===== config.mk =====
export PLATFORM = sky130hd
export DESIGN_NAME = lpc_host
export DESIGN_NICKNAME = d
export VERILOG_FILES = /design/src/rtl/lpc_pkg.sv /design/src/rtl/lpc_host_sync_mon.sv /design/src/rtl/lpc_host.sv
export SDC_FILE = /design/constraint.sdc
export NUM_CORES = 1
export LEC_CHECK = 0
export BUFFER_PORTS_ARGS = -buffer_cell sky130_fd_sc_hd__clkbuf_2
export CORE_UTILIZATION = 35
export CTS_BUF_LIST = sky130_fd_sc_hd__clkbuf_4
export CTS_CLUSTER_SIZE = 16
export DETAILED_ROUTE_END_ITERATION = 6
export PLACE_DENSITY = 0.59
export SLEW_MARGIN = 20
export SYNTH_ARGS = -nofsm -noshare
export SYNTH_HDL_FRONTEND = slang
export SYNTH_HIERARCHICAL = 1
export SYNTH_SLANG_ARGS = --single-unit

===== constraint.sdc =====
create_clock -name LpcClock -period 7.8 [get_ports LpcClock]
set_input_delay 1.56 -clock LpcClock [delete_from_list [all_inputs] [get_ports LpcClock]]
set_output_delay 1.56 -clock LpcClock [all_outputs]
set_load 0.02 [all_outputs]

===== src/rtl/lpc_pkg.sv =====
// Shared LPC host definitions: controller states, cycle-type nibbles and SYNC codes.
package lpc_pkg;

    typedef enum logic [3:0] {
        ST_IDLE,
        ST_START,
        ST_CYCTYPE,
        ST_ADDR,
        ST_WDATA,
        ST_TARH,
        ST_SYNC,
        ST_RDATA,
        ST_TARP,
        ST_ABORT,
        ST_DONE
    } lpc_state_e;

    localparam logic [3:0] CYC_IO_RD  = 4'h0;
    localparam logic [3:0] CYC_IO_WR  = 4'h2;

    localparam logic [3:0] SYNC_READY = 4'h0;
    localparam logic [3:0] SYNC_SHORT = 4'h5;
    localparam logic [3:0] SYNC_LONG  = 4'h6;
    localparam logic [3:0] SYNC_ERROR = 4'hA;
    localparam logic [3:0] SYNC_NONE  = 4'hF;

endpackage


===== src/rtl/lpc_host_sync_mon.sv =====
// SYNC-phase monitor: decodes the peripheral's SYNC nibble and tracks wait / no-response time.
module LpcSyncMon
    import lpc_pkg::*;
#(
    parameter int unsigned NoRespMax = 3,
    parameter int unsigned WaitMax   = 255
) (
    input  logic       i_clk,
    input  logic       i_rst,
    input  logic       i_active,
    input  logic [3:0] i_lad,
    output logic       o_ready,
    output logic       o_err,
    output logic       o_abort
);

    localparam int unsigned NRW = ($clog2(NoRespMax + 1) < 1) ? 1 : $clog2(NoRespMax + 1);
    localparam int unsigned WW  = ($clog2(WaitMax + 1) < 1) ? 1 : $clog2(WaitMax + 1);

    logic [NRW-1:0] r_noresp;
    logic [WW-1:0]  r_wait;
    logic           w_is_ready;
    logic           w_is_wait;
    logic           w_is_none;

    always_comb begin
        w_is_ready = (i_lad == SYNC_READY) || (i_lad == SYNC_ERROR);
        w_is_wait  = (i_lad == SYNC_SHORT) || (i_lad == SYNC_LONG);
        // unrecognised codes count as no response
        w_is_none  = !w_is_ready && !w_is_wait;
        o_ready    = i_active && w_is_ready;
        o_err      = i_active && (i_lad == SYNC_ERROR);
        o_abort    = i_active &&
                     ((w_is_wait && (32'(r_wait) + 32'd1 >= WaitMax)) ||
                      (w_is_none && (32'(r_noresp) + 32'd1 >= NoRespMax)));
    end

    always_ff @(posedge i_clk) begin
        if (i_rst || !i_active) begin
            r_noresp <= '0;
            r_wait   <= '0;
        end else begin
            if (w_is_wait && (r_wait < WW'(WaitMax)))
                r_wait <= r_wait + WW'(1);
            if (w_is_none && (r_noresp < NRW'(NoRespMax)))
                r_noresp <= r_noresp + NRW'(1);
        end
    end

endmodule


===== src/rtl/lpc_host.sv =====
// LPC host controller for single-byte I/O read and write cycles, with SYNC timeout abort.
module lpc_host
    import lpc_pkg::*;
#(
    parameter int unsigned NoRespMax = 3,
    parameter int unsigned WaitMax   = 255
) (
    input  logic        LpcClock,
    input  logic        PciReset,
    input  logic        Req,
    input  logic        Opcode,
    input  logic [15:0] Addr,
    input  logic [7:0]  WrData,
    output logic        Busy,
    output logic        Done,
    output logic        Error,
    output logic [7:0]  RdData,
    output logic        LpcFrame,
    output logic [3:0]  LpcBusOut,
    output logic        LpcBusOe,
    input  logic [3:0]  LpcBusIn
);

    lpc_state_e  r_state;
    lpc_state_e  w_state_next;
    logic        r_op;
    logic [15:0] r_addr;
    logic [7:0]  r_wdata;
    logic [7:0]  r_shadow;
    logic [7:0]  r_rdata;
    logic        r_error;
    logic [1:0]  r_nib;
    logic [2:0]  r_abort_cnt;
    logic        w_in_sync;
    logic        w_sync_ready;
    logic        w_sync_err;
    logic        w_sync_abort;

    assign w_in_sync = (r_state == ST_SYNC);

    LpcSyncMon #(
        .NoRespMax(NoRespMax),
        .WaitMax  (WaitMax)
    ) u_sync_mon (
        .i_clk   (LpcClock),
        .i_rst   (PciReset),
        .i_active(w_in_sync),
        .i_lad   (LpcBusIn),
        .o_ready (w_sync_ready),
        .o_err   (w_sync_err),
        .o_abort (w_sync_abort)
    );

    always_comb begin
        w_state_next = r_state;
        case (r_state)
            ST_IDLE:    if (Req) w_state_next = ST_START;
            ST_START:   w_state_next = ST_CYCTYPE;
            ST_CYCTYPE: w_state_next = ST_ADDR;
            ST_ADDR:    if (r_nib == 2'd3) w_state_next = r_op ? ST_WDATA : ST_TARH;
            ST_WDATA:   if (r_nib == 2'd1) w_state_next = ST_TARH;
            ST_TARH:    if (r_nib == 2'd1) w_state_next = ST_SYNC;
            ST_SYNC: begin
                if (w_sync_abort)      w_state_next = ST_ABORT;
                else if (w_sync_ready) w_state_next = r_op ? ST_TARP : ST_RDATA;
            end
            ST_RDATA:   if (r_nib == 2'd1) w_state_next = ST_TARP;
            ST_TARP:    if (r_nib == 2'd1) w_state_next = ST_DONE;
            ST_ABORT:   if (r_abort_cnt == 3'd4) w_state_next = ST_DONE;
            ST_DONE:    w_state_next = ST_IDLE;
            default:    w_state_next = ST_IDLE;
        endcase
    end

    always_comb begin
        LpcFrame  = 1'b1;
        LpcBusOe  = 1'b0;
        LpcBusOut = 4'hF;
        case (r_state)
            ST_START: begin
                LpcFrame  = 1'b0;
                LpcBusOe  = 1'b1;
                LpcBusOut = 4'h0;
            end
            ST_CYCTYPE: begin
                LpcBusOe  = 1'b1;
                LpcBusOut = r_op ? CYC_IO_WR : CYC_IO_RD;
            end
            ST_ADDR: begin
                LpcBusOe = 1'b1;
                case (r_nib)
                    2'd0:    LpcBusOut = r_addr[15:12];
                    2'd1:    LpcBusOut = r_addr[11:8];
                    2'd2:    LpcBusOut = r_addr[7:4];
                    default: LpcBusOut = r_addr[3:0];
                endcase
            end
            ST_WDATA: begin
                LpcBusOe  = 1'b1;
                LpcBusOut = (r_nib == 2'd0) ? r_wdata[3:0] : r_wdata[7:4];
            end
            ST_TARH:  LpcBusOe = (r_nib == 2'd0);
            // fifth abort clock releases LFRAME# and LAD before DONE
            ST_ABORT: begin
                if (r_abort_cnt < 3'd4) begin
                    LpcFrame = 1'b0;
                    LpcBusOe = 1'b1;
                end
            end
            default: ;
        endcase
    end

    assign Busy   = (r_state != ST_IDLE) && (r_state != ST_DONE);
    assign Done   = (r_state == ST_DONE);
    assign Error  = r_error;
    assign RdData = r_rdata;

    always_ff @(posedge LpcClock) begin
        if (PciReset) begin
            r_state     <= ST_IDLE;
            r_op        <= 1'b0;
            r_addr      <= '0;
            r_wdata     <= '0;
            r_shadow    <= '0;
            r_rdata     <= '0;
            r_error     <= 1'b0;
            r_nib       <= '0;
            r_abort_cnt <= '0;
        end else begin
            r_state     <= w_state_next;
            r_nib       <= (w_state_next != r_state) ? 2'd0 : r_nib + 2'd1;
            r_abort_cnt <= (r_state == ST_ABORT) ? r_abort_cnt + 3'd1 : 3'd0;
            if (r_state == ST_IDLE && Req) begin
                r_op    <= Opcode;
                r_addr  <= Addr;
                r_wdata <= WrData;
                r_error <= 1'b0;
            end
            if (w_in_sync && (w_sync_err || w_sync_abort))
                r_error <= 1'b1;
            if (r_state == ST_RDATA) begin
                if (r_nib == 2'd0) r_shadow[3:0] <= LpcBusIn;
                else               r_shadow[7:4] <= LpcBusIn;
            end
            // RdData becomes visible together with the Done pulse
            if (r_state == ST_TARP && w_state_next == ST_DONE && !r_op && !r_error)
                r_rdata <= r_shadow;
        end
    end

endmodule

# Word level (Yosys, flattened, before mapping)
# Cells that the tools add are included.
# W data, S select, Z words.
[classes]
eq_ne = 20
reduce_logical = 34
order_cmp = 5
addsub = 6
mux = 22
n_bitwise = 2
[ops]
columns = ["operator", "n"]
rows = [
  ["$mux W4", 11],
  ["$pmux W4 S10", 1],
  ["$ge A32 B2 Y1 const B", 1],
  ["$ge A32 B8 Y1 const B", 1],
  ["$eq A4 B3 Y1 const B", 6],
  ["$eq A4 B4 Y1 const B", 5],
  ["$pmux W4 S4", 1],
  ["$logic_and A1 B1 Y1", 14],
  ["$pmux W4 S3", 1],
  ["$add A8 B1 Y9 const B", 1],
  ["$add A8 B1 Y8 const B", 1],
  ["$eq A4 B2 Y1 const B", 2],
  ["$logic_not A4 Y1", 2],
  ["$lt A8 B8 Y1 const B", 1],
  ["$logic_not A1 Y1", 5],
  ["$logic_or A1 B1 Y1", 5],
  ["$mux W1", 5],
  ["$add A2 B1 Y2 const B", 2],
  ["$eq A2 B2 Y1 const B", 2],
  ["$eq A4 B1 Y1 const B", 1],
  ["$ne A4 B4 Y1", 1],
  ["$ne A4 B4 Y1 const B", 1],
  ["$reduce_and A2 Y1", 2],
  ["$reduce_bool A4 Y1", 1],
  ["other kinds (14)", 16],
]
[word_totals]
inputBits = 32
reg_bits = 61
word_cells = 101
out_inout_bits = 17

# Depth between registers and ports, before layout
# Gate-level depths: netlist (run 1).
[logic_depth]
word_depth = 13
mapped_depth = 11
depth_no_buf = 11

# Modules after synthesis
# The synthesis (run 1) kept the hierarchy.
[by_module_without_submodules]
columns = ["mod", "area_each_um2", "instances", "cells_per_inst"]
rows = [
  ["lpc_host", 2468.6, 1, 311],
  ["LpcSyncMon", 724.4, 1, 94],
]

# Worst setup path after synthesis (run 1)
# OpenSTA, ideal clock, no wires.
[synth_timing]
path_kind = "input to register"
from = "in LpcBusIn[1]"
to = "reg r_nib[0]"
path_stages = 9
arrival_ns = 3.461
t_required_ns = 7.714
setup_slack_ns = 4.254
setup_ns = 0.086
cell_sequence = "xor2_1 > nand3_1 > or4_1 > o21ai_1 > a21oi_1 > o2bb2ai_1 > a211oi_2 > o221ai_1 > a211oi_1"
[synth_via]
elab_chain_len = 11
elab_cells_between_ends = 19
classes_between = "eq/ne (4); mux (3); reduce/logical (12)"
[synth_lines]
columns = ["item", "line", "source"]
rows = [
  ["start, declared", "lpc_host.sv:21", "input logic [3:0] LpcBusIn"],
  ["$eq A4 B4 Y1, or another cell as far along", "lpc_host_sync_mon.sv:27", "w_is_ready = (i_lad == SYNC_READY) || (i_lad == SYNC_ERROR);"],
  ["$logic_or A1 B1 Y1, on equally long branches", "lpc_host_sync_mon.sv:27, lpc_host_sync_mon.sv:28", ""],
  ["$logic_not A1 Y1", "lpc_host_sync_mon.sv:30", "w_is_none = !w_is_ready && !w_is_wait;"],
  ["$logic_and A1 B1 Y1", "lpc_host_sync_mon.sv:30", ""],
  ["$logic_and A1 B1 Y1", "lpc_host_sync_mon.sv:35", "(w_is_none && (32'(r_noresp) + 32'd1 >= NoRespMax)));"],
  ["$logic_or A1 B1 Y1 *", "lpc_host_sync_mon.sv:34", "((w_is_wait && (32'(r_wait) + 32'd1 >= WaitMax)) ||"],
  ["$logic_and A1 B1 Y1 *", "lpc_host_sync_mon.sv:33", "o_abort = i_active &&"],
  ["net w_sync_abort", "lpc_host.sv:37", "logic w_sync_abort;"],
  ["$mux W4 *", "lpc_host.sv:64", "if (w_sync_abort) w_state_next = ST_ABORT;"],
  ["$pmux W4 S10 *", "lpc_host.sv:56", "case (r_state)"],
  ["$ne A4 B4 Y1 *", "lpc_host.sv:132", "r_nib <= (w_state_next != r_state) ? 2'd0 : r_nib + 2'd1;"],
  ["$reduce_or A2 Y1 (no line) *", "--", ""],
  ["end signal, assigned", "lpc_host.sv:132", ""],
  ["end, declared", "lpc_host.sv:32", "logic [1:0] r_nib;"],
]
# The timed path passes the listed nets; every way through them passes the cells marked *.
# A chain may end at the register's enable or synchronous reset.

# Worst setup path after layout (run 1)
[layout_timing]
from = "reg r_nib[0]"
to = "out LpcBusOut[1]"
[layout_via]
elab_chain_len = 3
elab_cells_between_ends = 6
classes_between = "eq/ne (2); mux (3); reduce/logical (1)"
[layout_lines]
columns = ["item", "line", "source"]
rows = [
  ["$eq A2 B2 Y1, or another cell as far along", "lpc_host.sv:91", "case (r_nib)"],
  ["$pmux W4 S3 / $mux W4 (equally long branches)", "lpc_host.sv:91, lpc_host.sv:100", ""],
  ["$pmux W4 S4 *", "lpc_host.sv:79", "case (r_state)"],
  ["end, declared", "lpc_host.sv:19", "output logic [3:0] LpcBusOut,"],
]
# Mark *: on every way between the ends. The rest lies on a longest branch, timed or not.

==> results of run 1 <==
[metal layers]
| layer | part of all wire, % | vias up | global-route usage, % |
|---|---|---|---|
| li1 | - | 1479 | - |
| met1 | 48 | 1315 | 20.8 |
| met2 | 46 | 68 | 25.1 |
| met3 | 4.3 | 9 | 3.53 |
| met4 | 1.5 | 0 | 4.98 |
| met5 | 0 | - | 0 |
[Yosys cell counts, types with 9 or more instances]
library cell	n	area, sq um
a21oi_1	42	210
clkbuf_1	15	56.3
dfxtp_1	61	1220
ha_1	10	125
inv_1	15	56.3
mux2i_1	9	90.1
nand2_1	76	285
nand2b_1	19	119
nand3_1	12	60.1
nor2_1	23	86.3
nor3_1	10	50.1
o21ai_0	18	90.1
[power groups by stage]
stage               Clock (mW)  Sequential [mW]  Combinational, mW
global route             0.246            0.354              0.183
global placement             0            0.357              0.162
CTS                      0.228            0.350              0.165
floorplan                    0            0.344              0.135
finish                   0.222            0.350              0.164
detailed placement           0            0.357              0.164
[layout make-up]
cell class	instances	area, sq um
inverters	16	60.1
fillers	918	5170
multi-input cells	303	1790
clock buffers	10	75.1
flip-flops and latches	61	1220
well taps	108	135
clock inverters	6	62.6
repair buffers	49	248
[stage by stage]
step           power (mW)  cell area [sq um]  std cells
2_1_floorplan       0.478               3190        405
3_3_place_gp        0.518               3460        537
3_5_place_dp        0.521               3460        537
4_1_cts             0.743               3590        553
5_1_grt             0.783               3590        553
6_report            0.736               3590        553
[state kept, by name (all words and copies together), names as in the netlist]
name and flops:
r_abort_cnt 3, r_wdata 8, r_addr 16, u_sync_mon/r_noresp 2, RdData 8, r_op 1
u_sync_mon/r_wait 8, r_state 4, r_shadow 8, Error 1, r_nib 2
[cell usage in the layout (no fill, tap or decap), types with 2 or more instances in the layout]
cell type / synthesis / layout
a211oi_1: 8 / 8
a21oi_1: 42 / 42
a221oi_1: 2 / 2
a222oi_1: 4 / 4
a31oi_1: 7 / 7
and2_1: 3 / 3
and3_1: 4 / 4
clkbuf_2: 0 / 48
clkbuf_4: 0 / 10
clkinvlp_4: 0 / 2
dfxtp_1: 61 / 61
ha_1: 10 / 10
inv_1: 15 / 15
mux2i_1: 9 / 9
nand2_1: 76 / 76
nand2b_1: 19 / 19
nand3_1: 12 / 12
nand3_2: 2 / 2
nand4_1: 2 / 2
nor2_1: 23 / 23
nor2b_1: 3 / 3
nor3_1: 10 / 10
o21ai_0: 18 / 18
o21ai_1: 2 / 2
o22ai_1: 2 / 2
o32ai_1: 2 / 2
or2_2: 2 / 2
or3_1: 3 / 3
xnor2_1: 6 / 6
xor2_1: 4 / 4
[how the worst max path moves through the flow]
| stage | endpoint | depth (start not counted) |
|---|---|---|
| floorplan | r_nib[0]$_SDFF_PP0_ | 9 |
| global placement | r_nib[0]$_SDFF_PP0_ | 10 |
| detailed placement | r_nib[1]$_SDFF_PP0_ | 10 |
| CTS | LpcBusOut[3] | 7 |
| global route | LpcBusOut[2] | 7 |
| finish | LpcBusOut[1] | 7 |
[kinds of logic (layout without fill, tap and decap cells)]
family                   after synthesis  in the layout
AO/OA/AOI/OAI                         99             99
flip-flops                            61             61
AND/OR/NAND/NOR                      174            174
buffers and inverters                 41             81
multiplexers                          10             10
XOR/XNOR                              10             10
adder cells (fa/ha/maj)               10             10
[worst max-delay path, cell delays in order (launching register included)]
cell      delay [ps]
dfxtp_1          360
inv_1             90
ha_1             610
a222oi_1         150
nor2_1           140
a21oi_1           50
o311ai_0         400
clkbuf_2         250
==> key figures, run 1 <==
Critical path
  • Maximum fanout along the worst path: 19
  • Crit Reg-Reg Startpoint: r_state[1]$_SDFF_PP0_
  • Worst EP arrival: 2460 ps
  • CP Data Required Time: roughly 6200 ps
  • Crit path launch: r_nib[0]$_SDFF_PP0_
  • Startpoint Class: flop
  • R2R depth: 9
  • CP Class: flop to primary output
  • R2r endpoint: r_nib[1]$_SDFF_PP0_
  • Setup slack, reg-to-reg: 4640 ps
  • CP Capture Type: primary output

Route
  • Detailed-route wire length: ~7.2 mm
  • Post-route DRC: 0
  • Routed Antenna Nets: 0
  • Drt pass-1 iters: 4
  • Initial drt markers: about 170
  • Vias per cell: around 5.2
  • Vias: 2,871
  • Wire length per cell: 13.0 um

Synth
  • Synth Flop Type: dfxtp_1
  • Post-synthesis sequential area ratio: 38.2%
  • Cell count after synthesis: just over 400
  • XOR/XNOR Fraction of Synth Area: around 2.7%
  • Synth async-reset ratio: 0%
  • Mapped cell area: 3190 sq um
  • Post-synthesis mux area share: 3.17%
  • Synth Net Count: 447
  • Synth warnings: 6
  • Post-synthesis compound-gate area fraction: 19.2%
  • Unique masters post-synth: 61
  • Avg Inst Size Synth: 7.88 sq um
  • Main combinational cell family by area after synthesis: simple AND/OR/NAND/NOR gates
  • Post-synth EDFFs: 0
  • Synth Register Bits: 61
  • Adder-Cell Fraction of Synth Area: between 3 and 4%
  • Simple-gate share of the synthesized area: 27.1%

Flow run
  • Max_cap viols: 0

STA
  • Worst slew margin: around 44%
  • Setup TNS: 0 ps
  • Fmax: 249 MHz
  • Slew Limit Fails: 0
  • Final setup violation count: 0
  • Final min period: between 4000 and 5000 ps
  • Min Hold Slack: 453 ps
  • Final critical-path share of the clock period: ~51%
  • Worst Max-Slew Pin Slew: 840 ps
  • Clock Skew: 13.0 ps
  • Unrepaired setup endpoints after global routing: no
  • Final hold vios: 0
  • Post-route setup slack: 3780 ps

Power
  • Net Switching: 0.246 mW
  • Maximum VDD drop: 0.0955 mV
  • Sequential fraction of design power: roughly 48%
  • Cell internal pwr: 0.490 mW
  • Power Density: 205 nW/um^2
  • Sw Ratio: 33.4%
  • Logic pwr share: 22.2%
  • Static Leak: 1.30 nW
  • Clock group share of total power: 30.1%

Floorplan
  • Die area: 9510 sq um
  • DIE WIDTH: just under 100 um
  • FP Rows: 34
  • Core area: 8760 sq um
  • Die Ht: 97.5 um
  • I/O Pins: 49
  • Initial Utilization: around 36%

Hold path
  • Hold Path Stages: 1
  • Hold Path Origin: r_abort_cnt[0]$_SDFF_PP0_
  • WHS Endpoint: r_abort_cnt[0]$_SDFF_PP0_
  • Hold Crit Class: flop to flop

Global routing
  • Initial antenna violation count: 0
  • Largest net degree at the start of global routing: 58
  • First-pass GRT wire length: 12.3 mm
  • GRT overflow: 0
  • Number of global-route vias before repair: between 2,000 and 3,000
  • GRT Util Overall: 15.6%

Layout
  • Final Core Density: between 40 and 50%
  • Ant. Diodes: 0
  • Nets: just under 500
  • Layout cells sized above 1: 18.0%
  • Area Overhead vs Synth: 12.5%

Placed design
  • GP Congestion: 0.813
  • Post-DP HPWL: between 5 and 6 mm
  • I/O Buffers: 48
  • Pre-CTS WS: 3820 ps

CTS
  • TritonCTS clock tree: yes
  • CTS Sinks: about 60
  • CTS Buf Count: 9
  • Clk Latency, worst-skew pair: 400 ps
  • Clk pin slew, worst setup/hold paths: 110 ps
  • Depth of the CTS H-tree: 3
  • Root Buffer: clkbuf_4
  • Setup Fix Bufs, Post-CTS: 0
  • CTS max path bufs: 2
  • CTS Hold Bufs: 0
  • PostCTS Resize Cnt: 0

Run status
  • Run status: complete, no violations
Note: power is estimated with default switching activity, not from simulation.
==> run 2: changes to the inputs <==
- ABC_AREA: not set -> 1
- PLACE_DENSITY: 0.59 -> 0.61
- clock period: 7.8 -> 3.46 ns (I/O delays scaled with it)
==> key figures, run 2 <==
STA
  • Clock Skew: ~33 ps
  • Worst slew margin: about 57%
  • Fmax: 355 MHz
  • Final setup violation count: 0
  • Worst Max-Slew Pin Slew: 647 ps
  • Final min period: about 2800 ps
  • Final hold vios: 0
  • Slew Limit Fails: 0
  • Post-route setup slack: 644 ps
  • Min Hold Slack: 453 ps
  • Final critical-path share of the clock period: 81.4%
  • Setup TNS: 0 ps
  • Unrepaired setup endpoints after global routing: no

Critical path
  • Maximum fanout along the worst path: 15
  • Crit path launch: r_nib[0]$_SDFF_PP0_
  • CP Class: flop to primary output
  • Startpoint Class: flop
  • R2r endpoint: r_nib[1]$_SDFF_PP0_
  • Setup slack, reg-to-reg: roughly 1100 ps
  • CP Data Required Time: 2770 ps
  • Crit Reg-Reg Startpoint: u_sync_mon/r_wait[0]$_SDFFE_PP0P_
  • Worst EP arrival: about 2100 ps
  • Critical path capture point: LpcBusOut[0]
  • CP Capture Type: primary output
  • R2R depth: 17

Synth
  • Top post-synthesis cells by area: dfxtp_1 39%, a21oi_1 8.7%, nand2_1 8.4%
  • Post-synthesis sequential area ratio: 39.1%
  • Synth warnings: 6
  • Post-synth EDFFs: 0
  • Most common cell in the synthesized netlist: nand2_1
  • Unique masters post-synth: 35
  • Mapped cell area: 3120 sq um
  • Yosys top cell by area: dfxtp_1
  • Synth Flop Type: dfxtp_1
  • Synth Register Bits: 61
  • Cell count after synthesis: 432
  • Synth async-reset ratio: 0%
  • Avg Inst Size Synth: 7.22 sq um
  • Top cell type's share of synthesized area: between 30% and 40%
  • Synth Net Count: ~470
  • Synth cell count leaders: 70 x nand2_1, 61 x dfxtp_1, 61 x inv_1

Route
  • Detailed-route wire length: 7.42 mm
  • Drt pass-1 iters: 6
  • Post-route DRC: 1
  • Wire length per cell: between 10 and 15 um
  • Initial drt markers: roughly 110
  • Vias per cell: 4.89
  • Vias: 2,894
  • Routed Antenna Nets: 0

CTS
  • Clk Latency, worst-skew pair: 430 ps
  • CTS Hold Bufs: 0
  • CTS Sinks: 61
  • Clk pin slew, worst setup/hold paths: 110 ps
  • Depth of the CTS H-tree: 3
  • CTS Buf Count: 9
  • Root Buffer: clkbuf_4
  • TritonCTS clock tree: yes
  • Setup Fix Bufs, Post-CTS: 0
  • CTS max path bufs: 2
  • PostCTS Resize Cnt: 0

Floorplan
  • Die Ht: 96.4 um
  • DIE WIDTH: 96.4 um
  • FP Rows: 34
  • Initial Utilization: about 36%
  • I/O Pins: 49
  • Die area: 9300 sq um
  • Core area: about 8700 sq um

Run status
  • Violated checks: design-rule violations
  • Run status: complete, but fails checks

Layout
  • Multi-input logic area: 1560 sq um
  • Nets: 521
  • Largest register FFs: 16
  • Filler cell count: 937
  • Ant. Diodes: 0
  • Register area: approximately 1200 sq um
  • Most common cell after layout, fill and taps aside: nand2_1
  • Final Core Density: 41.0%
  • Register name with the most flops: r_addr
  • Area Overhead vs Synth: 14.0%
  • Most frequent cells in the layout: 70 x nand2_1, 61 x dfxtp_1, 61 x inv_1
  • Layout cells sized above 1: 20.7%

Global routing
  • First-pass GRT wire length: 12.3 mm
  • Largest net degree at the start of global routing: slightly below 50
  • GRT overflow: 0
  • Initial antenna violation count: 0
  • GRT Util Overall: 17.3%
  • Number of global-route vias before repair: 2,726

Placed design
  • Pre-CTS WS: 1100 ps
  • Post-DP HPWL: 5.48 mm
  • I/O Buffers: 48
  • GP Congestion: between 0.8 and 0.9

Power
  • Design Power: roughly 1.5 mW
  • Static Leak: 1.45 nW
  • Maximum VDD drop: 0.126 mV
  • Power Density: 416 nW/um^2

Flow run
  • Max_cap viols: 0

Hold path
  • Hold Crit Class: flop to flop
run 2: worst min-delay path by stage:
| stage | from | end | depth (start not counted) |
|---|---|---|---|
| 6_report | r_abort_cnt[0]$_SDFF_PP0_ | r_abort_cnt[0]$_SDFF_PP0_ | 1 |
| 5_1_grt | RdData[1]$_SDFFE_PP0P_ | RdData[1]$_SDFFE_PP0P_ | 2 |
| 4_1_cts | r_wdata[0]$_SDFFE_PP0P_ | r_wdata[0]$_SDFFE_PP0P_ | 2 |
| 3_5_place_dp | r_abort_cnt[0]$_SDFF_PP0_ | r_abort_cnt[0]$_SDFF_PP0_ | 1 |
| 3_3_place_gp | r_abort_cnt[0]$_SDFF_PP0_ | r_abort_cnt[0]$_SDFF_PP0_ | 1 |
| 2_1_floorplan | r_abort_cnt[0]$_SDFF_PP0_ | r_abort_cnt[0]$_SDFF_PP0_ | 1 |
run 2: final cells by class:
type | instances | area share, %
clock buffer | 9 | 1.90
inverter | 69 | 7.42
multi-input combinational | 288 | 44.0
sequential | 61 | 34.3
tap | 108 | 3.80
clock inverter | 7 | 1.37
timing repair buffer | 50 | 7.18
run 2: critical path: stages (launching register included):
cell,delay (ps)
dfxtp_1,390
inv_1,80
ha_1,290
inv_1,380
o22ai_1,130
o221ai_1,170
nand3_1,100
clkbuf_2,160
run 2: cell families after synthesis:
family | after synthesis | share of synthesized area [%]
AOI/OAI and AO/OA | 126 | 22.9
and+or+nand+nor | 150 | 22.7
adders and majority gates | 10 | 4.01
xor gates and xnor gates | 2 | 0.561
buffers and inverters | 83 | 10.7
DFF | 61 | 39.1
run 2: metal layers:
layer	global-route usage (%)	up-vias	part of all wire (%)
li1	-	1516	-
met4	8.46	0	1.7
met3	3.60	10	4.9
met1	20.3	1305	45
met5	0	-	0
met2	29.8	63	48
run 2: through the flow:
step,std cells,area (sq um)
after floorplan,432,3120
after global placement,576,3440
after detailed placement,576,3440
after CTS,592,3560
after global routing,592,3560
final,592,3560
run 2: report_power, final:
part / switching, mW / internal, mW
clock: 0.300 / 0.150
combinational: 0.178 / 0.0848
sequential: 0.0241 / 0.743
total: 0.502 / 0.978
